**src/rtl/cp0_exc_ctrl_pkg.sv**
```systemverilog
// CP0 exception controller shared definitions: register numbers,
// field positions, exception codes and entry address.
package cp0_exc_ctrl_pkg;

    localparam logic [4:0] CP0_SR    = 5'd12;
    localparam logic [4:0] CP0_CAUSE = 5'd13;
    localparam logic [4:0] CP0_EPC   = 5'd14;
    localparam logic [4:0] CP0_PRID  = 5'd15;

    localparam int SR_IE       = 0;
    localparam int SR_EXL      = 1;
    localparam int SR_IM_LO    = 10;
    localparam int CAUSE_EXC_LO = 2;
    localparam int CAUSE_IP_LO = 10;
    localparam int CAUSE_BD    = 31;

    localparam logic [4:0] EXC_INT  = 5'd0;
    localparam logic [4:0] EXC_ADEL = 5'd4;
    localparam logic [4:0] EXC_ADES = 5'd5;
    localparam logic [4:0] EXC_RI   = 5'd10;
    localparam logic [4:0] EXC_OV   = 5'd12;

    localparam logic [31:0] HANDLER_PC_DEF = 32'h0000_4180;
    localparam logic [31:0] PRID_DEF       = 32'h0000_4D4D;

    function automatic logic [31:0] sr_word(
        input logic [5:0] im, input logic exl, input logic ie);
        logic [31:0] w;
        w = '0;
        w[SR_IM_LO +: 6] = im;
        w[SR_EXL] = exl;
        w[SR_IE] = ie;
        return w;
    endfunction

    function automatic logic [31:0] cause_word(
        input logic bd, input logic [5:0] ip, input logic [4:0] code);
        logic [31:0] w;
        w = '0;
        w[CAUSE_BD] = bd;
        w[CAUSE_IP_LO +: 6] = ip;
        w[CAUSE_EXC_LO +: 5] = code;
        return w;
    endfunction

endpackage

```
**src/rtl/cp0_exc_ctrl_if.sv**
```systemverilog
// MEM-stage <-> CP0 bundle: exception inputs, mfc0/mtc0/eret traffic
// and the flush/redirect outputs.
interface cp0_exc_ctrl_if;
    logic [31:0] pc_M;
    logic [4:0]  exc_code_M;
    logic        bd_M;
    logic [5:0]  hwint;
    logic [4:0]  rd_addr;
    logic [4:0]  wr_addr;
    logic        wr_en;
    logic [31:0] wr_data;
    logic        eret_M;
    logic [31:0] rd_data;
    logic [31:0] epc;
    logic        exc_req;
    logic [31:0] handler_pc;

    modport master (
        output pc_M, exc_code_M, bd_M, hwint, rd_addr,
        output wr_addr, wr_en, wr_data, eret_M,
        input  rd_data, epc, exc_req, handler_pc
    );

    modport slave (
        input  pc_M, exc_code_M, bd_M, hwint, rd_addr,
        input  wr_addr, wr_en, wr_data, eret_M,
        output rd_data, epc, exc_req, handler_pc
    );
endinterface

```
**src/rtl/cp0_exc_ctrl.sv**
```systemverilog
// Coprocessor-0 exception/interrupt controller at the MEM stage:
// holds SR/Cause/EPC/PRId and raises the pipeline flush request.
module cp0_exc_ctrl
    import cp0_exc_ctrl_pkg::*;
#(
    parameter logic [31:0] PRID       = PRID_DEF,
    parameter logic [31:0] HANDLER_PC = HANDLER_PC_DEF
) (
    input logic         clk,
    input logic         reset,
    cp0_exc_ctrl_if.slave bus
);

    logic [5:0]  im;
    logic        exl;
    logic        ie;
    logic        bd;
    logic [5:0]  ip;
    logic [4:0]  exc_code;
    logic [31:0] epc_q;

    logic        int_hit;
    logic        exc_hit;
    logic        req;
    logic [31:0] victim_pc;

    // Interrupts look at the live lines so a request is taken the same cycle.
    assign int_hit = ie & ~exl & (|(im & bus.hwint));
    assign exc_hit = ~exl & (bus.exc_code_M != EXC_INT);
    assign req     = int_hit | exc_hit;

    assign victim_pc = bus.bd_M ? bus.pc_M - 32'd4 : bus.pc_M;

    assign bus.exc_req    = req;
    assign bus.epc        = epc_q;
    assign bus.handler_pc = HANDLER_PC;

    always_comb begin
        bus.rd_data = '0;
        case (bus.rd_addr)
            CP0_SR:    bus.rd_data = sr_word(im, exl, ie);
            CP0_CAUSE: bus.rd_data = cause_word(bd, ip, exc_code);
            CP0_EPC:   bus.rd_data = epc_q;
            CP0_PRID:  bus.rd_data = PRID;
            default:   bus.rd_data = '0;
        endcase
    end

    always_ff @(posedge clk) begin
        if (reset) begin
            im       <= '0;
            exl      <= 1'b0;
            ie       <= 1'b0;
            bd       <= 1'b0;
            ip       <= '0;
            exc_code <= '0;
            epc_q    <= '0;
        end else begin
            ip <= bus.hwint;
            if (req) begin
                exl      <= 1'b1;
                bd       <= bus.bd_M;
                epc_q    <= victim_pc & ~32'd3;
                exc_code <= int_hit ? EXC_INT : bus.exc_code_M;
            end else if (bus.eret_M) begin
                exl <= 1'b0;
            end else if (bus.wr_en) begin
                case (bus.wr_addr)
                    CP0_SR: begin
                        im  <= bus.wr_data[SR_IM_LO +: 6];
                        exl <= bus.wr_data[SR_EXL];
                        ie  <= bus.wr_data[SR_IE];
                    end
                    CP0_EPC: epc_q <= bus.wr_data & ~32'd3;
                    default: ;
                endcase
            end
        end
    end

endmodule

```
**src/flat_wrapper.sv**
```systemverilog
// flat-port wrapper written by rule: the top's interface ports become plain ports
module cp0_exc_ctrl_flat import cp0_exc_ctrl_pkg::*;
#(
    parameter logic [31:0] PRID       = PRID_DEF,
    parameter logic [31:0] HANDLER_PC = HANDLER_PC_DEF
)
  (clk, reset, bus_pc_M, bus_exc_code_M, bus_bd_M, bus_hwint, bus_rd_addr, bus_wr_addr, bus_wr_en, bus_wr_data, bus_eret_M, bus_rd_data, bus_epc, bus_exc_req, bus_handler_pc);
  cp0_exc_ctrl_if bus_i ();
  input logic clk;
  input logic reset;
  input wire logic [$bits(bus_i.pc_M)-1:0] bus_pc_M;
  input wire logic [$bits(bus_i.exc_code_M)-1:0] bus_exc_code_M;
  input wire logic [$bits(bus_i.bd_M)-1:0] bus_bd_M;
  input wire logic [$bits(bus_i.hwint)-1:0] bus_hwint;
  input wire logic [$bits(bus_i.rd_addr)-1:0] bus_rd_addr;
  input wire logic [$bits(bus_i.wr_addr)-1:0] bus_wr_addr;
  input wire logic [$bits(bus_i.wr_en)-1:0] bus_wr_en;
  input wire logic [$bits(bus_i.wr_data)-1:0] bus_wr_data;
  input wire logic [$bits(bus_i.eret_M)-1:0] bus_eret_M;
  output wire logic [$bits(bus_i.rd_data)-1:0] bus_rd_data;
  output wire logic [$bits(bus_i.epc)-1:0] bus_epc;
  output wire logic [$bits(bus_i.exc_req)-1:0] bus_exc_req;
  output wire logic [$bits(bus_i.handler_pc)-1:0] bus_handler_pc;
  assign bus_i.pc_M = bus_pc_M;
  assign bus_i.exc_code_M = bus_exc_code_M;
  assign bus_i.bd_M = bus_bd_M;
  assign bus_i.hwint = bus_hwint;
  assign bus_i.rd_addr = bus_rd_addr;
  assign bus_i.wr_addr = bus_wr_addr;
  assign bus_i.wr_en = bus_wr_en;
  assign bus_i.wr_data = bus_wr_data;
  assign bus_i.eret_M = bus_eret_M;
  assign bus_rd_data = bus_i.rd_data;
  assign bus_epc = bus_i.epc;
  assign bus_exc_req = bus_i.exc_req;
  assign bus_handler_pc = bus_i.handler_pc;
  cp0_exc_ctrl #(.PRID(PRID), .HANDLER_PC(HANDLER_PC)) u_core (.clk(clk), .reset(reset), .bus(bus_i));
endmodule
```
**config.mk**
```make
export PLATFORM = sky130hd
export DESIGN_NAME = cp0_exc_ctrl_flat
export DESIGN_NICKNAME = d
export VERILOG_FILES = /design/src/rtl/cp0_exc_ctrl_pkg.sv /design/src/rtl/cp0_exc_ctrl_if.sv /design/src/rtl/cp0_exc_ctrl.sv /design/src/flat_wrapper.sv
export SDC_FILE = /design/constraint.sdc
export NUM_CORES = 1
export LEC_CHECK = 0
export BUFFER_PORTS_ARGS = -buffer_cell sky130_fd_sc_hd__buf_4
export CAP_MARGIN = 20
export CORE_ASPECT_RATIO = 1.2
export CORE_UTILIZATION = 45
export CTS_CLUSTER_DIAMETER = 30
export DETAILED_ROUTE_END_ITERATION = 8
export PLACE_DENSITY = 0.79
export SYNTH_ARGS = -nofsm -noshare
export SYNTH_HDL_FRONTEND = slang
export SYNTH_SLANG_ARGS = --single-unit
```
**constraint.sdc**
```tcl
create_clock -name clk -period 2.85 [get_ports clk]
set_input_delay 0.57 -clock clk [delete_from_list [all_inputs] [get_ports clk]]
set_output_delay 0.57 -clock clk [all_outputs]
set_load 0.005 [all_outputs]
```
==> impl_results.md, run 1 <==
- Run status: complete, no violations
- Crit-path leading delay family: simple AND/OR/NAND/NOR gates
- Port Buffers: 150
- Clock power share: 0.331
- Post-CTS Resized: 0
- Actual slew at the worst max-slew pin: 671.7 ps
- Layout cell share with drive strength beyond 1: 0.3315
- Synth Instances: 407
- Initial DRC count: 76
- Compound-gate portion of the synthesized area: 0.1768
- Hold Path Class: flop to flop
- Post-Syn Area: 0.003411 mm²
- P_int: 1.327 mW
- Root Buffer: clkbuf_8
- Grt total ovfl: 0
- Worst setup EP type: primary output
- Avg Cell Area, Syn: 8.380 µm²
- Num rows: 34
- Mux cell area share after synthesis: 0.05613
- # diodes: 0
- Largest net degree at the start of global routing: 51
- Final Wtd Congestion: 0.7830
- RSZ-0062 raised after global routing: no
- Final Hold Vio Count: 0
- Synth Area in XOR/XNOR: 0.06676
- Die height: 97.37 µm
- Crit Path Category: input pin to primary output
- Worst-path clk slew: 90 ps
- CP cell instances: buf_4 -> or4_1 -> o21ai_1 -> and2_1 -> inv_2 -> buf_4
- Combinational Power Share: 0.232
- Maximum clock path buffer count: 2
- Required @ worst endpoint: ~2300 ps
- VDD IR max: ~0.25 mV
- Setup-failing EPs final: 0
- Total number of yosys warnings: 0
- Sequential share of power: 0.436
- Critical Path AT: 1810 ps
- Crit-path slowest cell: or4_1
- Switching share of total power: 0.2639
- Setup TNS: 0 ps
- Worst skew pair latency: 300 ps
- Netlist cell types: 49
- GRT Util Overall: 0.2347
- Max cap viols: 0
- Max transition margin: 0.5484
- Power per standard cell area: 392.0 mW/mm²
- Vias in the first global route: 3130
- P_sw: 475.9 µW
- Dominant synthesized flop cell: dfxtp_1
- First-pass GRT wire length: 14710 µm
- Post-Synth Adder-Cell Area: 0.003668
- TritonCTS buffer count: 5
- Max stage delay on crit path: about 540 ps
- Via/cell ratio: 5.194
- # DRC: 0
- CP Launch Type: input pin
- Final worst path period share: 0.8351
- WL final: 9219 µm
- Via count: between 3000 and 4000
- Slew Viols, Final: 0
- Max FO, Critical Path: 3
- Final net count: 633
- Seq/Total Area, Yosys: 0.2935
- Largest family of logic cells by synthesized area: simple AND/OR/NAND/NOR gates
- ANT nets after route: 0
- Initial core utilization: 0.4689
- Clock sinks: 50
- CTS tree: built
- Setup bufs post-CTS: 0
- Leakage: 1.977 nW
- Critical path's most frequent cell: buf_4
- Simple-gate share of the synthesized area: 0.2850
- Critical path buffers and inverters: 3
- Num ports: roughly 190
- Hold Slack: approximately 460 ps
- Core area: 0.007274 mm²
- Number of flops mapped to enable cells by yosys: 0
- Htree depth: 2
- GRT met1 Usage: 0.2732
- Met2 usage: 0.4186
- Length of the first detailed-routing pass in iterations: 4
- Seq cells post-synth: 50
- Met3 Usage GRT: 0.06385
- Async SR Flop Fraction: 0
- Die X: 81.48 µm
- Worst Skew: 7.836 ps
- GR peak layer: met2
- Post-DP HPWL: ~7000 µm
- Fmax: 420.2 MHz
- Area growth, synth to finish: 34.85%
- Die area: 0.007933 mm²
- Hold-fix buffers at CTS: 0
- Tmin final: 2380 ps
- Routed len/inst: 14.56 µm
- Initial antenna violation count: 1
layout by cell type, fill, tap and decap left out, drive strengths merged, types with 8 or more instances in the layout:
cell type  count
a211oi        52
a21oi         14
and2          18
buf          158
conb          34
dfxtp         50
mux2i         18
nand2         14
nor2          37
nor2b         35
nor3           8
xnor2         17
xor2           9
final cells by class:
cell class | instances | area (µm²)
clock inverters | 3 | 68.82
clock buffers | 5 | 68.82
repair buffers | 158 | 1186
inverters | 5 | 18.77
well taps | 90 | 112.6
fillers | 678 | 2675
multi-input cells | 322 | 2143
flip-flops and latches | 50 | 1001
registers in the layout (all words and copies together) (netlist names):
register	flops
u_core.bus.epc	30
u_core.ie	1
u_core.bd	1
u_core.im	6
u_core.ip	6
u_core.exl	1
u_core.exc_code	5
per-stage QoR:
stage          worst slack, ps  utilization  power, mW  cell area [µm²]  instances
2_1_floorplan            414.4            -      1.023             3531        439
3_3_place_gp             439.8       0.6133      1.212             4462        625
3_5_place_dp             374.9       0.6133      1.221             4462        625
4_1_cts                  468.3       0.6323      1.824             4599        633
5_1_grt                  390.0       0.6323      1.896             4599        633
6_report                 470.0       0.6323      1.803             4599        633
worst min-delay path, cell delays in order (launching register included):
cell	delay (ps)
dfxtp_1	320
nand2_1	50
a21oi_1	50
power groups by stage:
stage               combinational [mW]  sequential [mW]  clock, mW
CTS                              0.421            0.787      0.616
finish                           0.419            0.787      0.598
floorplan                        0.226            0.797          0
global placement                 0.411            0.801          0
global route                     0.461            0.794      0.641
detailed placement               0.419            0.802          0
metal layers:
metal / share of wire / vias to the layer above / wire length, µm
met5: 0.0018 / - / 17
met4: 0.0078 / 2 / 72
met3: 0.079 / 8 / 729
met2: 0.50 / 132 / 4650
met1: 0.41 / 1496 / 3748
li1: - / 1650 / -
synthesized netlist by cell type, types with 3 or more instances:
library cell / number / area, µm²
o21ai_0: 5 / 25.02
a21oi_1: 14 / 70.07
xnor2_1: 17 / 148.9
dfxtp_1: 50 / 1001
clkbuf_1: 18 / 67.56
a22oi_1: 3 / 22.52
nand3_1: 6 / 30.03
nor2b_1: 35 / 219.0
nor2_1: 37 / 138.9
nand3b_1: 6 / 45.04
buf_4: 36 / 270.3
mux2i_1: 18 / 180.2
nand2_1: 14 / 52.55
buf_2: 7 / 35.03
a22o_1: 3 / 26.28
or4_1: 4 / 30.03
nor3_1: 7 / 35.03
a311oi_1: 3 / 26.28
nand4b_1: 3 / 26.28
nor4_1: 4 / 25.02
inv_1: 4 / 15.01
a211oi_1: 51 / 382.9
or3_1: 3 / 18.77
and2_1: 18 / 112.6
xor2_1: 9 / 78.83
kinds of logic (layout without fill, tap and decap cells):
| family | after synthesis | in the layout |
|---|---|---|
| compound gates | 85 | 85 |
| fa+ha+maj | 1 | 1 |
| other cells | 2 | 34 |
| buf+inv | 67 | 171 |
| flops | 50 | 50 |
| mux | 19 | 19 |
| simple gates | 157 | 157 |
| xor+xnor | 26 | 26 |
path summary, 6_finish.rpt:
kind / start / end / slack (ps) / depth (start not counted)
worst min register to register: u_core.exc_code[4] / u_core.exc_code[4] / 460 / 2
worst max register to register: u_core.im[1] / u_core.bus.epc[18] / 910 / 7
worst min-delay path: u_core.exc_code[4] / u_core.exc_code[4] / 460 / 2
worst max-delay path: bus_exc_code_M[2] / bus_exc_req / 470 / 6
Note: power is estimated with default switching activity, not from simulation.
==> run 2: changes to the inputs <==
- clock period: 2.85 -> 2.2 ns (I/O delays scaled with it)
==> impl_results.md, run 2 (synthesis gave the netlist of run 1 again) <==
- R2R Path Start: u_core.im[1]
- Reg-to-reg endpoint: u_core.bus.epc[18]
- Leakage: 2.052 nW
- Run status: complete, no violations
- Setup WS pre-CTS: -46.36 ps
- Sequential share of power: 0.432
- VDD IR max: 0.4063 mV
- Die height: between 90 and 100 µm
- Non-filler instance count after layout: 647
- Actual slew at the worst max-slew pin: around 550 ps
- Design Area, Final: 0.004762 mm²
- Worst skew pair latency: between 300 and 400 ps
- Initial antenna violation count: 0
- Fin worst setup slack: roughly 70 ps
- CP Launch Type: input pin
- Critical path buffers and inverters: 3
- Final worst path period share: 0.9686
- Final Hold Vio Count: 0
- Post-DP HPWL: 7314 µm
- # DRC: 0
- Max cap viols: 0
- R2R setup slack: roughly 380 ps
- Clock power share: 0.330
- Via count: 3387
- First-pass GRT wire length: 15130 µm
- Port Buffers: 150
- Crit-path leading delay family: simple AND/OR/NAND/NOR gates
- Placed cell areas: 0.004604 mm²
- Vias in the first global route: around 3300
- Hold Slack: about 350 ps
- Hold-fix buffers at CTS: 0
- Area growth, synth to finish: 39.62%
- Num ports: between 150 and 200
- Required @ worst endpoint: 1760 ps
- Crit Path Category: input pin to primary output
- Initial core utilization: 0.4689
- Layout cell share with drive strength beyond 1: 0.3519
- RSZ-0062 raised after global routing: no
- Htree depth: 2
- Power per standard cell area: 496.4 mW/mm²
- Max FO, Critical Path: 7
- Combinational Power Share: 0.238
- Grt total ovfl: 0
- Hold Path Class: input pin to flop
- ANT nets after route: 0
- Tmin final: 2131 ps
- Die X: 81.48 µm
- Core area: 0.007274 mm²
- Initial DRC count: ~160
- CP cell instances: buf_4 -> or4_1 -> o21ai_1 -> and2_1 -> inv_2 -> buf_4
- Largest net degree at the start of global routing: 53
- TritonCTS buffer count: 5
- Root Buffer: clkbuf_8
- Via/cell ratio: 5.235
- Setup-failing EPs final: 0
- Switching share of total power: 0.2657
- Final Wtd Congestion: 0.7902
- Largest register FFs: 30
- Clock sinks: 50
- Routed len/inst: about 15 µm
- Placed Cells incl. Taps: 639
- Num rows: 34
- Critical Path AT: 1690 ps
- Worst hold path endpoint: u_core.ip[0]
- Most frequent cells in the layout: 169 x buf_4, 51 x a211oi_1, 50 x dfxtp_1, 37 x nor2_1
- Worst-path clk slew: 100 ps
- Max transition margin: 0.6347
- Fmax: ~470 MHz
- Worst Skew: slightly above 8 ps
- Hold Startpoint: bus_hwint[0]
- Slew Viols, Final: 0
- Most common cell after layout, fill and taps aside: buf_4
- Die area: 0.007933 mm²
- # diodes: 0
- Max stage delay on crit path: 520 ps
- Min-Delay Path Depth: 2
- CTS tree: built
- Length of the first detailed-routing pass in iterations: 4
- Final net count: roughly 650
- Worst setup EP type: primary output
- Critical path's most frequent cell: buf_4
- GRT Util Overall: 0.2420
- R2R depth: 7
- WL final: around 9500 µm
- Maximum clock path buffer count: 2
- P_sw: 628.1 µW
- Crit-path slowest cell: or4_1
- P_int: 1.736 mW
==> run 2: changes by cell type in the layout (fill, tap and decap cells not counted) <==
cell and change:
buf_12 +3, buf_4 +11, nor2b_1 -1, nor2b_2 +1
o311ai_0 -1, o311ai_4 +1
==> run 2: metal layers <==
layer | vias to the layer above | track usage | wire, µm
li1 | 1683 | - | -
met5 | - | 0 | 0
met3 | 8 | 0.05164 | 696
met1 | 1556 | 0.2909 | 3816
met2 | 140 | 0.4276 | 4893
met4 | 0 | 0.05357 | 83
==> run 2: area by class of cell <==
type	instances	area, µm²
Tap cell	90	112.6
Multi-Input combinational cell	322	2163
Inverter	5	18.77
Clock buffer	5	68.82
Timing Repair Buffer	172	1329
Clock inverter	3	68.82
Fill cell	636	2512
Sequential cell	50	1001
==> run 2: worst register-to-register path: cells and delay by family, from the launching register on <==
kind                   cells  cell delay (ps)
buffers and inverters      2              290
flip-flops                 1              330
AND/OR/NAND/NOR            1              200
AO/OA/AOI/OAI              4              880
==> run 2: power groups by stage <==
| stage | sequential (mW) | clock (mW) | combinational [mW] |
|---|---|---|---|
| after floorplan | 1.03 | 0 | 0.293 |
| after global placement | 1.04 | 0 | 0.551 |
| after detailed placement | 1.04 | 0 | 0.562 |
| after CTS | 1.02 | 0.790 | 0.564 |
| after global routing | 1.03 | 0.833 | 0.621 |
| final | 1.02 | 0.780 | 0.564 |
==> run 2: worst max-delay path by stage <==
stage	start	to	cells past startpoint
floorplan	bus_exc_code_M[2]	bus_exc_req	7
global placement	bus_pc_M[18]	u_core.bus.epc[30]	6
detailed placement	bus_pc_M[18]	u_core.bus.epc[30]	6
CTS	u_core.im[1]	bus_exc_req	5
global route	u_core.im[1]	bus_exc_req	5
finish	bus_exc_code_M[2]	bus_exc_req	6
==> run 2: metrics by stage <==
| step | util | total power, mW | setup TNS [ps] |
|---|---|---|---|
| after floorplan | - | 1.326 | 0 |
| after global placement | 0.6330 | 1.588 | -14.38 |
| after detailed placement | 0.6330 | 1.603 | -65.46 |
| after CTS | 0.6519 | 2.375 | 0 |
| after global routing | 0.6546 | 2.485 | 0 |
| final | 0.6546 | 2.364 | 0 |
==> run 2: repair_timing <==
| action | 4_1_cts | 5_1_grt |
|---|---|---|
| resized for setup | 1 | 3 |
| setup endpoints to repair | 1 | 2 |
| buffers inserted | 0 | 0 |
| pin swaps | 0 | 0 |
==> run 3: changes to the inputs <==
==> constraint.sdc (replaced) <==
create_clock -name clk -period 2.2 [get_ports clk]
set_input_delay 0.22 -clock clk [delete_from_list [all_inputs] [get_ports clk]]
set_output_delay 0.22 -clock clk [all_outputs]
set_load 0.005 [all_outputs]
==> impl_results.md, run 3 (synthesis gave the netlist of run 1 again) <==
- Max cap viols: 0
- Via/cell ratio: roughly 5.3
- Switching share of total power: 0.2951
- Largest register FFs: 30
- Final Hold Vio Count: 0
- Worst skew pair latency: roughly 300 ps
- Power per standard cell area: 461.2 mW/mm²
- CP Launch Type: flop
- Maximum clock path buffer count: 2
- Final net count: roughly 630
- Routed len/inst: ~15 µm
- Final Wtd Congestion: 0.7782
- R2R depth: 6
- Total power: 2.112 mW
- Reg-to-reg endpoint: u_core.bus.epc[7]
- Crit Path Category: flop to primary output
- Port Buffers: 150
- Combinational Power Share: 0.255
- P_int: about 1.5 mW
- CTS tree: built
- Grt total ovfl: 0
- ANT nets after route: 0
- Post-DP HPWL: 6969 µm
- Initial core utilization: 0.4689
- GRT met1 Usage: 0.2634
- Num rows: 34
- Required @ worst endpoint: a little under 2000 ps
- Num ports: around 190
- Setup-failing EPs final: 0
- Clock sinks: 50
- Layout cell share with drive strength beyond 1: 0.3327
- Worst Skew: 8.713 ps
- Run status: complete, no violations
- Met3 Usage GRT: 0.05540
- GRT Util Overall: 0.2313
- Worst setup EP type: primary output
- Leakage: 1.959 nW
- Final core occ: 0.6295
- Via count: approximately 3300
- Largest net degree at the start of global routing: 53
- # DRC: 0
- RSZ-0062 raised after global routing: no
- Fmax: 485.4 MHz
- Most common cell after layout, fill and taps aside: buf_4
- Max FO, Critical Path: 47
- VDD IR max: around 0.26 mV
- First-pass GRT wire length: 14570 µm
- R2R Path Start: u_core.im[1]
- Initial DRC count: 61
- Root Buffer: clkbuf_8
- Most frequent cells in the layout: 158 x buf_4, 51 x a211oi_1, 50 x dfxtp_1, 37 x nor2_1, 35 x nor2b_1
- P_sw: 623.4 µW
- Area growth, synth to finish: 34.26%
- Met2 usage: 0.4179
- Htree depth: 2
- R2R setup slack: 330 ps
- Die X: 81.48 µm
- Hold Startpoint: bus_hwint[4]
- Die height: between 90 and 100 µm
- Critical Path AT: 1840 ps
- TritonCTS buffer count: 5
- Worst hold path endpoint: u_core.ip[4]
- Worst-path clk slew: 100 ps
- Hold Path Class: input pin to flop
- Slew Viols, Final: 0
- Core area: 0.007274 mm²
- Clock power share: 0.262
- Actual slew at the worst max-slew pin: about 640 ps
- Min-Delay Path Depth: 2
- Initial antenna violation count: 0
- Setup TNS: 0 ps
- Die area: slightly below 0.008 mm²
- Tmin final: 2060 ps
- Vias in the first global route: 3219
- WL final: between 9000 and 10000 µm
- Max transition margin: 0.5701
- Length of the first detailed-routing pass in iterations: 4
- GR peak layer: met2
- # diodes: 0
- Final worst path period share: 0.9364
- Sequential share of power: 0.483
run 3: cell types whose count changed in the layout (fill, tap and decap cells not counted), sizes merged:
cell,change
bufinv,-2
clkinv,-1
inv,+1
clkinvlp,+2
buf,-13
run 3: power by group through the flow:
stage | clock network (mW) | logic (mW) | registers [mW]
after floorplan | 0 | 0.293 | 1.03
after global placement | 0 | 0.527 | 1.04
after detailed placement | 0 | 0.537 | 1.04
after global routing | 0.604 | 0.594 | 1.03
after CTS | 0.572 | 0.540 | 1.02
final | 0.554 | 0.539 | 1.02
run 3: what timing repair did:
item	CTS	global route
gates resized for setup	1	2
endpoints found under the setup margin	1	1
hold buffers	0	0
buffers inserted	0	0
run 3: cell type report:
cell class | count | area [µm²]
clock buffer | 5 | 68.82
clock inverter | 3 | 23.77
fill | 674 | 2695
inverter | 5 | 23.77
multi-input combinational | 322 | 2143
sequential | 50 | 1001
tap | 90 | 112.6
timing repair buffer | 159 | 1206
run 3: stage by stage:
| step | instances | worst slack (ps) | hold WS, ps | instance area, µm² |
|---|---|---|---|---|
| after global placement | 626 | 127.2 | 437.1 | 4482 |
| after global routing | 634 | 20.70 | 125.0 | 4579 |
| after detailed placement | 626 | 85.04 | 447.3 | 4482 |
| after CTS | 634 | 13.18 | 127.1 | 4577 |
| final | 634 | 139.8 | 134.0 | 4579 |
| after floorplan | 439 | 291.4 | 348.2 | 3531 |
run 3: worst max-delay path by stage:
stage | start | end | slack, ps | cells past startpoint
after global placement | bus_hwint[1] | u_core.bus.epc[18] | 130 | 7
after global routing | u_core.im[1] | bus_exc_req | 20 | 5
after CTS | u_core.im[1] | bus_exc_req | 10 | 5
after detailed placement | bus_hwint[1] | u_core.bus.epc[18] | 90 | 7
final | u_core.im[1] | bus_exc_req | 140 | 5
after floorplan | u_core.im[1] | u_core.bus.epc[18] | 290 | 9
run 3: per-layer routing:
metal,up-vias,wire length [µm]
met5,-,0
met4,0,107
met3,10,750
met2,135,4704
met1,1543,3698
li1,1654,-
run 3: critical path, cell delays in order (launching register included):
cell	delay [ps]
dfxtp_1	340
a22o_1	240
o311ai_1	330
and2_1	280
inv_6	150
buf_4	190
